### src/rtl/ex_operand_stage_pkg.sv
// ============================================================================
// ex_operand_stage_pkg : shared ALU control codes, operand source selects and
//                        the control half of the ID/EX stage register.
// Revision: 1.0
// ============================================================================
`default_nettype none

package ex_operand_stage_pkg;

    localparam int unsigned REG_ADDR_W = 5;
    localparam int unsigned ALU_CTRL_W = 4;

    localparam logic [ALU_CTRL_W-1:0] ALU_SLL  = 4'd0;
    localparam logic [ALU_CTRL_W-1:0] ALU_SRL  = 4'd1;
    localparam logic [ALU_CTRL_W-1:0] ALU_SRA  = 4'd2;
    localparam logic [ALU_CTRL_W-1:0] ALU_ADD  = 4'd3;
    localparam logic [ALU_CTRL_W-1:0] ALU_SUB  = 4'd4;
    localparam logic [ALU_CTRL_W-1:0] ALU_XOR  = 4'd5;
    localparam logic [ALU_CTRL_W-1:0] ALU_OR   = 4'd6;
    localparam logic [ALU_CTRL_W-1:0] ALU_AND  = 4'd7;
    localparam logic [ALU_CTRL_W-1:0] ALU_SLT  = 4'd8;
    localparam logic [ALU_CTRL_W-1:0] ALU_SLTU = 4'd9;
    localparam logic [ALU_CTRL_W-1:0] ALU_LUI  = 4'd10;

    localparam logic SRC1_RS1 = 1'b0;
    localparam logic SRC1_PC  = 1'b1;
    localparam logic SRC2_RS2 = 1'b0;
    localparam logic SRC2_IMM = 1'b1;

    typedef struct packed {
        logic                  valid;
        logic [REG_ADDR_W-1:0] rs1_addr;
        logic [REG_ADDR_W-1:0] rs2_addr;
        logic [REG_ADDR_W-1:0] rd_addr;
        logic [ALU_CTRL_W-1:0] alu_ctrl;
        logic                  alu_src1;
        logic                  alu_src2;
        logic                  reg_write;
    } ex_ctrl_t;

    // Bubble: not valid, no writeback, rd=x0, ALU idles on ADD.
    function automatic ex_ctrl_t ctrl_bubble();
        ex_ctrl_t c;
        c          = '0;
        c.alu_ctrl = ALU_ADD;
        return c;
    endfunction

endpackage

`default_nettype wire

### src/rtl/ex_operand_stage_fwd_mux.sv
// ============================================================================
// fwd_mux : RAW-hazard forward select for one source register; MEM beats WB,
//           x0 never forwarded. WB path present only with EX_FWD_WB_EN.
// Revision: 1.0
// ============================================================================
`default_nettype none

module fwd_mux
    import ex_operand_stage_pkg::*;
#(
    parameter int XLEN = 32
) (
    input  logic [REG_ADDR_W-1:0] i_addr,
    input  logic [XLEN-1:0]       i_reg_data,
    input  logic                  i_mem_reg_write,
    input  logic [REG_ADDR_W-1:0] i_mem_rd_addr,
    input  logic [XLEN-1:0]       i_mem_result,
    input  logic                  i_wb_reg_write,
    input  logic [REG_ADDR_W-1:0] i_wb_rd_addr,
    input  logic [XLEN-1:0]       i_wb_result,
    output logic [XLEN-1:0]       o_data
);

    logic w_addr_nz;
    logic w_mem_hit;

    assign w_addr_nz = |i_addr;
    assign w_mem_hit = i_mem_reg_write && (i_mem_rd_addr == i_addr) && w_addr_nz;

`ifdef EX_FWD_WB_EN
    logic w_wb_hit;
    assign w_wb_hit = i_wb_reg_write && (i_wb_rd_addr == i_addr) && w_addr_nz;

    always_comb begin
        o_data = i_reg_data;
        if (w_mem_hit) begin
            o_data = i_mem_result;
        end else if (w_wb_hit) begin
            o_data = i_wb_result;
        end
    end
`else
    // WB tuple stays on the port list but has no effect in this build.
    logic w_unused_wb;
    assign w_unused_wb = ^{i_wb_reg_write, i_wb_rd_addr, i_wb_result};

    always_comb begin
        o_data = i_reg_data;
        if (w_mem_hit) begin
            o_data = i_mem_result;
        end
    end
`endif

endmodule

`default_nettype wire

### src/rtl/ex_operand_stage.sv
// ============================================================================
// ex_operand_stage : ID/EX stage register with MEM/WB operand forwarding and
//                    ALU operand selection. Optional macro: EX_FWD_WB_EN.
// Revision: 1.0
// ============================================================================
`default_nettype none

module ex_operand_stage
    import ex_operand_stage_pkg::*;
#(
    parameter int              XLEN     = 32,
    parameter logic [XLEN-1:0] RESET_PC = {XLEN{1'b0}}
) (
    input  logic                  CLK,
    input  logic                  RST_n,
    input  logic                  StallE,
    input  logic                  FlushE,
    input  logic                  IdValid,
    input  logic [XLEN-1:0]       IdPC,
    input  logic [XLEN-1:0]       IdRs1Data,
    input  logic [XLEN-1:0]       IdRs2Data,
    input  logic [XLEN-1:0]       IdImm,
    input  logic [REG_ADDR_W-1:0] IdRs1Addr,
    input  logic [REG_ADDR_W-1:0] IdRs2Addr,
    input  logic [REG_ADDR_W-1:0] IdRdAddr,
    input  logic [ALU_CTRL_W-1:0] IdAluContrl,
    input  logic                  IdAluSrc1,
    input  logic                  IdAluSrc2,
    input  logic                  IdRegWrite,
    input  logic                  MemRegWrite,
    input  logic [REG_ADDR_W-1:0] MemRdAddr,
    input  logic [XLEN-1:0]       MemResult,
    input  logic                  WbRegWrite,
    input  logic [REG_ADDR_W-1:0] WbRdAddr,
    input  logic [XLEN-1:0]       WbResult,
    output logic [XLEN-1:0]       Operand1,
    output logic [XLEN-1:0]       Operand2,
    output logic [ALU_CTRL_W-1:0] AluContrl,
    output logic                  ExValid,
    output logic                  ExRegWrite,
    output logic [REG_ADDR_W-1:0] ExRdAddr,
    output logic [XLEN-1:0]       ExStoreData,
    output logic [XLEN-1:0]       ExPC
);

    ex_ctrl_t        r_ctrl;
    logic [XLEN-1:0] r_pc;
    logic [XLEN-1:0] r_rs1_data;
    logic [XLEN-1:0] r_rs2_data;
    logic [XLEN-1:0] r_imm;

    ex_ctrl_t        w_id_ctrl;
    logic [XLEN-1:0] w_fwd_rs1;
    logic [XLEN-1:0] w_fwd_rs2;

    assign w_id_ctrl = '{
        valid:     IdValid,
        rs1_addr:  IdRs1Addr,
        rs2_addr:  IdRs2Addr,
        rd_addr:   IdRdAddr,
        alu_ctrl:  IdAluContrl,
        alu_src1:  IdAluSrc1,
        alu_src2:  IdAluSrc2,
        reg_write: IdRegWrite
    };

    // During a stall the data fields re-capture their forwarded value so a
    // result retiring from MEM/WB mid-stall is not lost once it leaves the pipe.
    always_ff @(posedge CLK or negedge RST_n) begin
        if (!RST_n) begin
            r_ctrl     <= ctrl_bubble();
            r_pc       <= RESET_PC;
            r_rs1_data <= '0;
            r_rs2_data <= '0;
            r_imm      <= '0;
        end else if (FlushE) begin
            r_ctrl     <= ctrl_bubble();
            r_pc       <= '0;
            r_rs1_data <= '0;
            r_rs2_data <= '0;
            r_imm      <= '0;
        end else if (StallE) begin
            r_rs1_data <= w_fwd_rs1;
            r_rs2_data <= w_fwd_rs2;
        end else begin
            r_ctrl     <= w_id_ctrl;
            r_pc       <= IdPC;
            r_rs1_data <= IdRs1Data;
            r_rs2_data <= IdRs2Data;
            r_imm      <= IdImm;
        end
    end

    fwd_mux #(.XLEN(XLEN)) u_fwd_rs1 (
        .i_addr          (r_ctrl.rs1_addr),
        .i_reg_data      (r_rs1_data),
        .i_mem_reg_write (MemRegWrite),
        .i_mem_rd_addr   (MemRdAddr),
        .i_mem_result    (MemResult),
        .i_wb_reg_write  (WbRegWrite),
        .i_wb_rd_addr    (WbRdAddr),
        .i_wb_result     (WbResult),
        .o_data          (w_fwd_rs1)
    );

    fwd_mux #(.XLEN(XLEN)) u_fwd_rs2 (
        .i_addr          (r_ctrl.rs2_addr),
        .i_reg_data      (r_rs2_data),
        .i_mem_reg_write (MemRegWrite),
        .i_mem_rd_addr   (MemRdAddr),
        .i_mem_result    (MemResult),
        .i_wb_reg_write  (WbRegWrite),
        .i_wb_rd_addr    (WbRdAddr),
        .i_wb_result     (WbResult),
        .o_data          (w_fwd_rs2)
    );

    assign Operand1    = (r_ctrl.alu_src1 == SRC1_PC)  ? r_pc  : w_fwd_rs1;
    assign Operand2    = (r_ctrl.alu_src2 == SRC2_IMM) ? r_imm : w_fwd_rs2;
    assign ExStoreData = w_fwd_rs2;
    assign AluContrl   = r_ctrl.alu_ctrl;
    assign ExValid     = r_ctrl.valid;
    assign ExRegWrite  = r_ctrl.reg_write & r_ctrl.valid;
    assign ExRdAddr    = r_ctrl.rd_addr;
    assign ExPC        = r_pc;

endmodule

`default_nettype wire

### config.mk
export PLATFORM = sky130hd
export DESIGN_NAME = ex_operand_stage
export DESIGN_NICKNAME = d
export VERILOG_FILES = /design/src/rtl/ex_operand_stage_pkg.sv /design/src/rtl/ex_operand_stage_fwd_mux.sv /design/src/rtl/ex_operand_stage.sv
export SDC_FILE = /design/constraint.sdc
export NUM_CORES = 1
export LEC_CHECK = 0
export CAP_MARGIN = 20
export CORE_AREA = 2 2 145 147
export CTS_BUF_LIST = sky130_fd_sc_hd__clkbuf_16
export CTS_CLUSTER_SIZE = 8
export DETAILED_ROUTE_END_ITERATION = 6
export DIE_AREA = 0 0 147 149
export PLACE_DENSITY = 0.89
export SYNTH_ARGS = -nofsm -noshare
export SYNTH_HDL_FRONTEND = slang
export SYNTH_HIERARCHICAL = 1
export SYNTH_SLANG_ARGS = --single-unit
### constraint.sdc
create_clock -name CLK -period 3.8 [get_ports CLK]
set_clock_uncertainty 0.05 [all_clocks]
set_input_delay 0.76 -clock CLK [delete_from_list [all_inputs] [get_ports CLK]]
set_output_delay 0.76 -clock CLK [all_outputs]
set_load 0.02 [all_outputs]
* Word level (Yosys, flattened, before mapping)
Cells that the tools add are included.
** Operators by class
- Equality and inequality tests :: 3
- Mux-type cells :: 14
- Bitwise gates (word level) :: 1
- Reduce and logical (&&, ||, !) cells :: 6
** Operator list (count)
- $mux W32 :: 12
- $mux W23 :: 2
- $eq A5 B5 Y1 :: 2
- $reduce_or A5 Y1 :: 2
- $logic_and A1 B1 Y1 :: 4
- $ne A2 B1 Y1 const B :: 1
- $and A1 B1 Y1 :: 1
** Storage, ports and cells
- Bits in registers :: 151
- Bits of input ports :: 231
- Output and inout bits :: 139
- Word-level logic and storage cells :: 36

* Logic depth before layout (Yosys ltp)
Gate-level depths: netlist (run 1).
- Word-level depth :: 6
- Gate-level depth with buffers :: 7
- Depth with buffers taken out :: 6

* By module
Netlist (run 1), hierarchy kept.
** By module, submodules not included
- ex_operand_stage :: instances 1, cells each 569, area each 6961.7 um^2, seq. area each 3781.1 um^2
- fwd_mux :: instances 2, cells each 45, area each 594.3 um^2, seq. area each 0.0 um^2

* Worst setup path after synthesis (run 1)
No wires, ideal clock.
- Path kind :: input to output
- From :: input port MemRdAddr[3]
- To :: output port Operand2[10]
- Data arrival time :: 2236 ps
- Required time :: 2990 ps
- Slack :: 754 ps
- Cell stages on the path :: 6
- Path buffers :: 1
- Cell sequence :: xnor2_1 -> nand3_1 -> a211oi_4 -> buf_6 -> mux2_4 -> mux2_2
** On the way
- Longest elaborated chain between the ends :: 5
** RTL lines
- from (decl) :: RTL line ex_operand_stage.sv:31 : input logic [REG_ADDR_W-1:0] MemRdAddr,
- $eq A5 B5 Y1 :: RTL line ex_operand_stage_fwd_mux.sv:28 : assign w_mem_hit = i_mem_reg_write && (i_mem_rd_addr == i_addr) && w_addr_nz;
- $logic_and A1 B1 Y1 (2 in a row) :: RTL line ex_operand_stage_fwd_mux.sv:28
- $mux W32 :: RTL line ex_operand_stage_fwd_mux.sv:49 : if (w_mem_hit) begin
- net ExStoreData[10] :: RTL line ex_operand_stage.sv:42 : output logic [XLEN-1:0] ExStoreData,
- $mux W32 :: RTL line ex_operand_stage.sv:119 : assign Operand2 = (r_ctrl.alu_src2 == SRC2_IMM) ? r_imm : w_fwd_rs2;
- to (decl) :: RTL line ex_operand_stage.sv:37 : output logic [XLEN-1:0] Operand2,
The timed path passes the listed nets, and every way through them passes these cells.

* Worst setup path in the final report (run 1)
- From :: input port MemRegWrite
- To :: output port Operand1[22]
** On the way
- Longest elaborated chain between the ends :: 4
** RTL lines
- from (decl) :: RTL line ex_operand_stage.sv:30 : input logic MemRegWrite,
- $logic_and A1 B1 Y1 (2 in a row) :: RTL line ex_operand_stage_fwd_mux.sv:28
- $mux W32 :: RTL line ex_operand_stage_fwd_mux.sv:49
- net w_fwd_rs1[22] :: RTL line ex_operand_stage.sv:53 : logic [XLEN-1:0] w_fwd_rs1;
- $mux W32 :: RTL line ex_operand_stage.sv:118 : assign Operand1 = (r_ctrl.alu_src1 == SRC1_PC) ? r_pc : w_fwd_rs1;
- to (decl) :: RTL line ex_operand_stage.sv:36 : output logic [XLEN-1:0] Operand1,
The timed path passes the listed nets, and every way through them passes these cells.

==> metrics.yaml, run 1 <==
pwr:
  share_comb_of_total_power_pct: 21.8
  totalPowerFinal_mw: 4.50
  clkPwrFrac_pct: 39.0
  peakVddDrop_uv: 278
  power_leakage_nw: 6.05
  p_int_mw: 3.27
  switchingPower_mw: 1.23
  powerDensity_nw_per_um2: 364
  swShare_pct: 27.3
  sequentialPowerShare_pct: 39.2
synth:
  netlist_instances: 659
  synth_top_area_cell: "dfrtp_1"
  synth_fp_nets: 890
  synth_area_leaders: "dfrtp_1 46%, mux2i_1 18%, mux2_4 11%"
  seq_area_frac_synth_pct: 46.4
  post_synth_num_cell_types: 20
  yosysWarnings: 6
  synth_top_area_share_pct: 45.7
  synth-seq-cells: 151
  syn_area_um2: 8150
  post_synth.cell_area_avg_um2: 12.4
setup_path:
  worstPathArrival_ns: 2.89
  critPathKind: "in2out"
  startpoint_type: "input port"
  reg2reg_slack_ns: 1.46
  worst_setup_path_end_kind: "output port"
  required_ns: 2.99
  cp_max_fo: 10
place:
  place_congestion: 0.787
  portBuffers: 331
  hpwl_um: 16900
  pre_cts_ws_ns: -0.386
route:
  postRouteWirelength_um: 24300
  routedWlPerCell_um: 18.8
  drt-initial-drc-count: 195
  drcViolationCount: 0
  routed_via_density: 4.93
  drtPass1Iterations: 4
  via_count: 6378
  ant_nets: 0
floorplanning:
  core.rowCount: 53
  die_y_um: 149
  io_pins: 370
  die_area_um2: 21900
  coreArea_um2: 20600
  die_width_um: 147
  initial_utilization_pct: 39.6
finish:
  drive_gt1_share_pct: 24.8
  area_delta_synth_final_pct: 52.0
  diodes: 0
  seq_area_um2: 3780
  multi_input_area_um2: 3940
  nets: 1236
  fillers: 1679
  final_core_util_pct: 60.2
sta:
  fmax_ghz: 0.270
  fin_crit_ns: 3.70
  relSlewSlack_pct: 36.1
  fin_crit_sh_pct: 97.4
  hold_viol_final: 0
  tightestPinTransition_ns: 0.959
  setup_viol: 0
  rsz0062_at_grt: "no"
  drv_slew: 0
  setup_ws_ns: 0.0990
  hold_slack_ns: 0.331
job:
  cap_violations: 0
global_routing:
  grt_util_met1_pct: 26.3
  grt_pass1_vias: 6912
  grt_max_degree: 98
  grt_first_pass_wirelength_um: 37900
  antenna_found_initial: 1
  grt-busiest-layer: "met2"
  grt.total_usage_pct: 22.1
  overflow: 0
  grtUsageMet3_pct: 5.60
  use_met2_pct: 39.0
cts:
  cts_made_buffers: 17
  clk_latency_ns: 0.41
  clock_tree.root_cell: "clkbuf_16"
  cts_tree: "built"
  cts.sinks: 151
  h-tree-depth: 4
  cts_buffer_depth: 2
  clk_pin_slew_ns: 0.06
  hold_buffers: 0
worst_hold_path:
  hold_class: "in2async"
status:
  run_status: "finished, final reports clean"
[cells in the mapped netlist]
cell type,number
xnor2_1,8
dfstp_2,2
dfrtp_1,149
buf_4,16
nor2b_1,2
mux2_2,68
a211o_1,2
mux2i_1,149
nand3_1,2
nor2_1,151
buf_1,4
nand2_1,4
buf_2,10
a211oi_4,2
clkbuf_1,11
mux2_4,60
and2_1,1
buf_6,7
o41ai_2,2
buf_8,9
[critical path: stages]
cell and delay (ns):
clkdlybuf4s50_1 0.47, nand2_1 0.09, a211oi_4 0.22, buf_6 0.15, buf_4 0.10, buf_4 0.12
buf_12 0.14, buf_4 0.12, mux2_4 0.29, mux2_2 0.26, buf_2 0.16
[routing by layer]
metal,up-vias,share of wire [%]
li1,2945,-
met1,3166,40
met2,223,51
met3,42,6.0
met4,2,2.4
met5,-,0.054
[layout by cell type, fill, tap and decap left out]
master	synthesis	routed
clkdlybuf4s50_1	0	227
nor2_1	151	150
mux2i_1	149	149
dfrtp_1	149	147
mux2_2	68	67
dlygate4sd2_1	0	62
mux2_4	60	61
buf_4	16	41
buf_2	10	19
clkbuf_16	0	17
clkdlybuf4s15_2	0	11
buf_12	0	9
clkdlybuf4s15_1	0	8
xnor2_1	8	8
clkinvlp_4	0	4
inv_6	0	4
nand2_1	4	4
bufinv_16	0	3
buf_6	7	3
dfstp_2	2	2
nor2b_1	2	2
a211o_1	2	2
clkinv_1	0	2
dfrtp_2	0	2
o41ai_2	2	2
nand3_1	2	2
a211oi_4	2	2
and2_1	1	1
clkinv_4	0	1
inv_1	0	1
buf_16	0	1
bufbuf_16	0	1
dlymetal6s2s_1	0	1
clkbuf_8	0	1
nor2_2	0	1
[power by group through the flow]
stage | registers [mW] | clock network [mW] | logic [mW]
floorplan | 1.79 | 0 | 0.506
global placement | 1.79 | 0 | 1.02
detailed placement | 1.80 | 0 | 1.04
CTS | 1.77 | 1.80 | 0.993
global route | 1.78 | 1.85 | 1.05
finish | 1.77 | 1.75 | 0.983
[path summary, 6_finish.rpt]
path | start | endpoint | cells past startpoint
min in group CLK | r_imm[25]$_DFFE_PN0P_ | r_imm[25]$_DFFE_PN0P_ | 2
setup / recovery | MemRegWrite | Operand1[22] | 11
hold / removal | RST_n | AluContrl[2]$_DFFE_PN0P_ | 1
setup reg to reg | r_ctrl[17]$_DFFE_PN0P_ | r_rs1_data[22]$_DFF_PN0_ | 10
max in group asynchronous | RST_n | r_rs2_data[20]$_DFF_PN0_ | 2
hold reg to reg | r_imm[25]$_DFFE_PN0P_ | r_imm[25]$_DFFE_PN0P_ | 2
[sequential cells by signal (all words and copies together) (netlist names)]
signal / count
ExPC: 32
ExRdAddr: 5
r_ctrl: 13
r_rs2_data: 32
r_rs1_data: 32
AluContrl: 4
r_imm: 32
ExValid: 1
[area by class of cell]
| type | count | share of cell area, % |
|---|---|---|
| multi-input cells | 451 | 31.8 |
| flip-flops and latches | 151 | 30.5 |
| repair buffers | 384 | 30.1 |
| clock buffers | 17 | 3.43 |
| well taps | 275 | 2.78 |
| clock inverters | 15 | 1.41 |
[logic make-up after synthesis]
group	after synthesis	synth area share, %
multiplexers	277	38.7
buffers and inverters	57	5.40
AO/OA/AOI/OAI	6	1.11
flip-flops	151	46.4
XOR/XNOR	8	0.860
AND/OR/NAND/NOR	160	7.49
[stage by stage]
stage	setup TNS (ns)	cells	instance area (um^2)
final	0	1293	12400
after global routing	0	1293	12400
after CTS	-0.110	1293	12400
after detailed placement	-26.20	1253	11800
after global placement	-23.04	1253	11800
after floorplan	0	659	8150
[timing repair]
item                       CTS  global route
gates cloned                 2             0
pin swaps                    4             2
gates resized for setup    191             2
setup buffers                6             0
setup endpoints to repair   96            66
Note: power is estimated with default switching activity, not from simulation.
==> run 2, diff against run 1 <==
Settings changed: DONT_BUFFER_PORTS set to 1, PLACE_DENSITY 0.89 to 0.65.
==> run 2 against run 1 <==
  * The flow now finishes with violations (negative hold slack)
  * Largest cell class unchanged
  * Sequential power barely moved
  * Routed wire length fell by 22%
  * Global-route usage fell by 5.2 points
  * Via count fell by 25%
  * Final area fell by 29%
  * Critical path depth fell by 5
  * Non-clock buffer count fell by 380
  * Die area did not move
==> metrics.yaml, run 2 (synthesis gave the netlist of run 1 again) <==
sta:
  relSlewSlack_pct: 34.8
  fin_crit_sh_pct: 89.5
  setup_viol: 0
  fmax_ghz: 0.294
  fin_crit_ns: 3.40
  setup_ws_ns: 0.399
  hold_viol_final: 10
  tightestPinTransition_ns: 0.978
  hold_slack_ns: -0.00259
  drv_slew: 0
  fin_setup_tns_ns: 0
  rsz0062_at_grt: "no"
setup_path:
  startpoint_type: "flip-flop"
  reg2reg_from: "r_ctrl[15]$_DFFE_PN0P_"
  r2r_end: "r_rs2_data[31]$_DFF_PN0_"
  cp_max_fo: 14
  worstPathArrival_ns: 2.59
  startpoint: "r_ctrl[15]$_DFFE_PN0P_"
  worst_setup_path_end_kind: "output port"
  critPathKind: "reg2out"
  reg2reg_slack_ns: 1.57
  r2r_cells: 7
  required_ns: 2.99
floorplanning:
  die_y_um: 149
  io_pins: 370
  die_width_um: 147
  core.rowCount: 53
  initial_utilization_pct: 39.6
  die_area_um2: 21900
  coreArea_um2: 20600
cts:
  cts_made_buffers: 17
  cts.sinks: 151
  cts_buffer_depth: 2
  clk_pin_slew_ns: 0.06
  clk_latency_ns: 0.41
  cts_tree: "built"
  postCtsSetupBuffers: 0
  clock_tree.root_cell: "clkbuf_16"
  h-tree-depth: 4
route:
  via_count: 4798
  drt-initial-drc-count: 172
  routed_via_density: 5.26
  routedWlPerCell_um: 20.8
  drcViolationCount: 0
  ant_nets: 0
  drtPass1Iterations: 4
  postRouteWirelength_um: 18900
finish:
  nets: 856
  final_cell_mix: "151 x nor2_1, 149 x mux2i_1, 147 x dfrtp_1"
  area_delta_synth_final_pct: 7.14
  final_common_cell: "nor2_1"
  fillers: 1934
  seq_area_um2: 3780
  multi_input_area_um2: 3930
  drive_gt1_share_pct: 26.4
global_routing:
  antenna_found_initial: 1
  grt_pass1_vias: 5144
  overflow: 0
  grt_max_degree: 154
  grt.total_usage_pct: 16.8
  grt_first_pass_wirelength_um: 28900
status:
  run_status: "finished, violations left"
  failed_checks: "negative hold slack"
job:
  cap_violations: 0
pwr:
  power_leakage_nw: 4.25
  powerDensity_nw_per_um2: 468
  peakVddDrop_uv: 269
place:
  pre_cts_ws_ns: 0.495
  portBuffers: 0
  place_congestion: 0.750
  hpwl_um: 12700
worst_hold_path:
  hold_class: "in2async"
## run 2: cell types whose count changed in the layout (fill, tap and decap cells not counted), moves of 2 or more
cell	before	now
clkdlybuf4s15_1	8	0
buf_2	19	0
clkdlybuf4s15_2	11	0
buf_12	9	1
bufinv_16	3	5
dlygate4sd2_1	62	0
buf_6	3	0
inv_6	4	2
clkdlybuf4s50_1	227	0
clkinvlp_4	4	1
buf_4	41	3
## run 2: worst max-delay path by stage
stage	end	slack [ns]	cells past startpoint
finish	Operand2[31]	0.40	6
global route	Operand2[31]	0.23	6
detailed placement	Operand2[31]	0.50	6
global placement	Operand2[31]	0.49	6
CTS	Operand2[31]	0.35	6
floorplan	Operand2[10]	0.75	6
## run 2: per-layer routing
| metal | GRT usage (%) | wire [um] | part of all wire (%) |
|---|---|---|---|
| met1 | 20.2 | 7680 | 41 |
| met2 | 28.9 | 9660 | 51 |
| met3 | 5.47 | 1340 | 7.1 |
| met4 | 5.19 | 260 | 1.4 |
| met5 | 0 | 0 | 0 |
## run 2: layout make-up
| type | instances | share of cell area [%] |
|---|---|---|
| antenna | 1 | 0.0287 |
| multi-input combinational | 451 | 45.0 |
| timing repair buffer | 4 | 0.487 |
| sequential | 151 | 43.3 |
| clock buffer | 17 | 4.87 |
| clock inverter | 13 | 2.35 |
| tap | 275 | 3.94 |
## run 2: power breakdown
group          switching (mW)  internal (mW)  leakage, nW  total [mW]
Clock                   0.673           1.16        0.308        1.83
Sequential              0.104           1.70         2.00        1.80
Combinational           0.228          0.220         1.95       0.448
Total                    1.01           3.08         4.25        4.08
## run 2: critical path, stage by stage, from the launching register on
cell and delay [ns]:
dfrtp_1 0.41, xnor2_1 0.18, nand3_1 0.14, a211oi_4 0.29, buf_4 0.35, mux2_2 0.45, mux2_2 0.34
## run 2: timing repair
action                                  CTS  global route
endpoints found under the setup margin    0             0
endpoints found under the hold margin   149           149
resized for setup                         0             0
## run 2: per-stage QoR
| stage | total power, mW | utilization (%) | area [um^2] | std cells | hold WS [ns] |
|---|---|---|---|---|---|
| floorplan | 2.29 | - | 8150 | 659 | 0.414 |
| global placement | 2.27 | 39.4 | 8100 | 881 | 0.419 |
| detailed placement | 2.28 | 39.4 | 8100 | 881 | 0.418 |
| CTS | 4.14 | 42.5 | 8730 | 911 | -0.0292 |
| global route | 4.25 | 42.5 | 8730 | 911 | -0.0439 |
| finish | 4.08 | 42.5 | 8730 | 912 | -0.00259 |
==> run 3, diff against run 2 <==
Settings changed: CELL_PAD_IN_SITES_DETAIL_PLACEMENT set to 1, CELL_PAD_IN_SITES_GLOBAL_PLACEMENT set to 2, CORE_AREA 2 2 145 147 to not set, CORE_MARGIN set to 2, CORE_UTILIZATION set to 42, DIE_AREA 0 0 147 149 to not set, PLACE_DENSITY 0.65 to 0.95.
==> run 3 against run 2 <==
  * The flow still finishes with violations (negative hold slack)
  * Power down 1.9%
  * Die area down 6.2%
  * Worst hold slack worse by 0.0078 ns
  * Global-route usage up 4.0 points
  * Utilization up 3.5 points
  * Final area down 0.50%
  * Routed wire length up 16%
==> metrics.yaml, run 3 (synthesis gave the netlist of run 1 again) <==
sta:
  hold_slack_ns: -0.0104
  fmax_ghz: 0.292
  setup_viol: 0
  tightestPinTransition_ns: 1.01
  rsz0062_at_grt: "no"
  hold_viol_final: 11
  drv_slew: 0
  setup_ws_ns: 0.373
  fin_setup_tns_ns: 0
  relSlewSlack_pct: 32.5
  fin_crit_ns: 3.43
  fin_crit_sh_pct: 90.2
finish:
  drive_gt1_share_pct: 26.4
  fillers: 1947
  diodes: 0
  final_cell_mix: "151 x nor2_1, 149 x mux2i_1, 148 x dfrtp_1"
  nets: 857
  final_common_cell: "nor2_1"
  area_delta_synth_final_pct: 6.60
global_routing:
  overflow: 0
  antenna_found_initial: 0
  grt_first_pass_wirelength_um: 32500
  grt_max_degree: 154
  grt.total_usage_pct: 20.8
  grt_pass1_vias: 5636
route:
  dr_wl_met3_um: 1780
  maxUsedRoutingLayer: "met4"
  wl_met2_um: 11400
  postRouteWirelength_um: 22000
  routedWlPerCell_um: 24.5
  via_count: 4972
  drt-initial-drc-count: 225
  drtPass1Iterations: 4
  ant_nets: 0
  drcViolationCount: 0
  drt-met1-wl_um: 8390
  routed_via_density: 5.53
pwr:
  powerDensity_nw_per_um2: 461
  share_comb_of_total_power_pct: 11.7
  p_int_mw: 2.96
  switchingPower_mw: 1.05
  peakVddDrop_uv: 278
  clkPwrFrac_pct: 43.3
  sequentialPowerShare_pct: 45.0
  swShare_pct: 26.2
  power_leakage_nw: 4.24
cts:
  cts_resized: 0
  clock_tree.root_cell: "clkbuf_16"
  h-tree-depth: 4
  cts_buffer_depth: 2
  cts.sinks: 151
  cts_made_buffers: 17
  clk_latency_ns: 0.40
  postCtsSetupBuffers: 0
  clk_pin_slew_ns: 0.07
  cts_tree: "built"
job:
  cap_violations: 0
setup_path:
  startpoint: "r_ctrl[20]$_DFFE_PN0P_"
  cp_max_fo: 22
  slowest_stage: "buf_4"
  timing.critical_path.to: "Operand1[31]"
  crit_top_cell: "mux2_2"
  cp.depth: 6
  cpPeakStageDelay_ns: 0.49
  crit_family: "multiplexers"
  path_buf_inv: 1
  worstPathArrival_ns: 2.62
  critPathKind: "reg2out"
  worst_setup_path_end_kind: "output port"
  reg2reg_from: "r_ctrl[20]$_DFFE_PN0P_"
  r2r_end: "r_rs1_data[3]$_DFF_PN0_"
  reg2reg_slack_ns: 1.51
  r2r_cells: 7
  startpoint_type: "flip-flop"
  cp_cell_sequence: "xnor2_1, nand3_1, a211oi_4, buf_4, mux2_2, mux2_2"
  required_ns: 2.99
worst_hold_path:
  hold_class: "in2async"
floorplanning:
  die_width_um: 143
  io_pins: 370
  initial_utilization_pct: 43.1
  coreArea_um2: 18900
  core.rowCount: 50
  die_y_um: 143
  die_area_um2: 20500
status:
  run_status: "finished, violations left"
  failed_checks: "negative hold slack"
place:
  pre_cts_ws_ns: 0.492
  hpwl_um: 15300
  portBuffers: 0
  place_congestion: 0.783
==> run 3: power groups by stage <==
stage                     registers [mW]  clock network (mW)  logic (mW)
after floorplan                     1.79                   0       0.506
after global placement              1.82                   0       0.452
after detailed placement            1.83                   0       0.471
after CTS                           1.80                1.78       0.472
after global routing                1.81                1.86       0.500
final                               1.80                1.74       0.469
==> run 3: layer usage <==
metal	GRT usage, %	vias up
met1	23.9	2529
met4	6.09	0
met3	6.60	29
li1	-	2175
met2	37.4	239
met5	0	-
==> run 3: stage by stage <==
stage | instance area (um^2) | utilization, % | power, mW | instances | hold slack, ns
6_report | 8690 | 46.0 | 4.01 | 899 | -0.0104
5_1_grt | 8690 | 46.0 | 4.17 | 899 | -0.0373
4_1_cts | 8690 | 46.0 | 4.06 | 899 | -0.0304
3_5_place_dp | 8090 | 42.8 | 2.30 | 867 | 0.418
3_3_place_gp | 8090 | 42.8 | 2.28 | 867 | 0.418
2_1_floorplan | 8150 | - | 2.29 | 659 | 0.414
==> run 3: cell type report <==
| type | instances | area, um^2 | share of cell area (%) |
|---|---|---|---|
| clock buffers | 17 | 425 | 4.90 |
| flip-flops and latches | 151 | 3780 | 43.5 |
| clock inverters | 15 | 176 | 2.03 |
| repair buffers | 5 | 50.0 | 0.576 |
| well taps | 260 | 325 | 3.74 |
| multi-input cells | 451 | 3930 | 45.2 |
==> run 3: worst min-delay path by stage <==
stage	start	endpoint	slack, ns	depth (start not counted)
2_1_floorplan	RST_n	AluContrl[2]$_DFFE_PN0P_	0.41	0
3_3_place_gp	RST_n	ExPC[10]$_DFFE_PN0P_	0.42	0
3_5_place_dp	RST_n	ExPC[10]$_DFFE_PN0P_	0.42	0
4_1_cts	RST_n	ExPC[10]$_DFFE_PN0P_	-0.03	0
5_1_grt	RST_n	ExPC[10]$_DFFE_PN0P_	-0.04	0
6_report	RST_n	ExPC[10]$_DFFE_PN0P_	-0.01	0
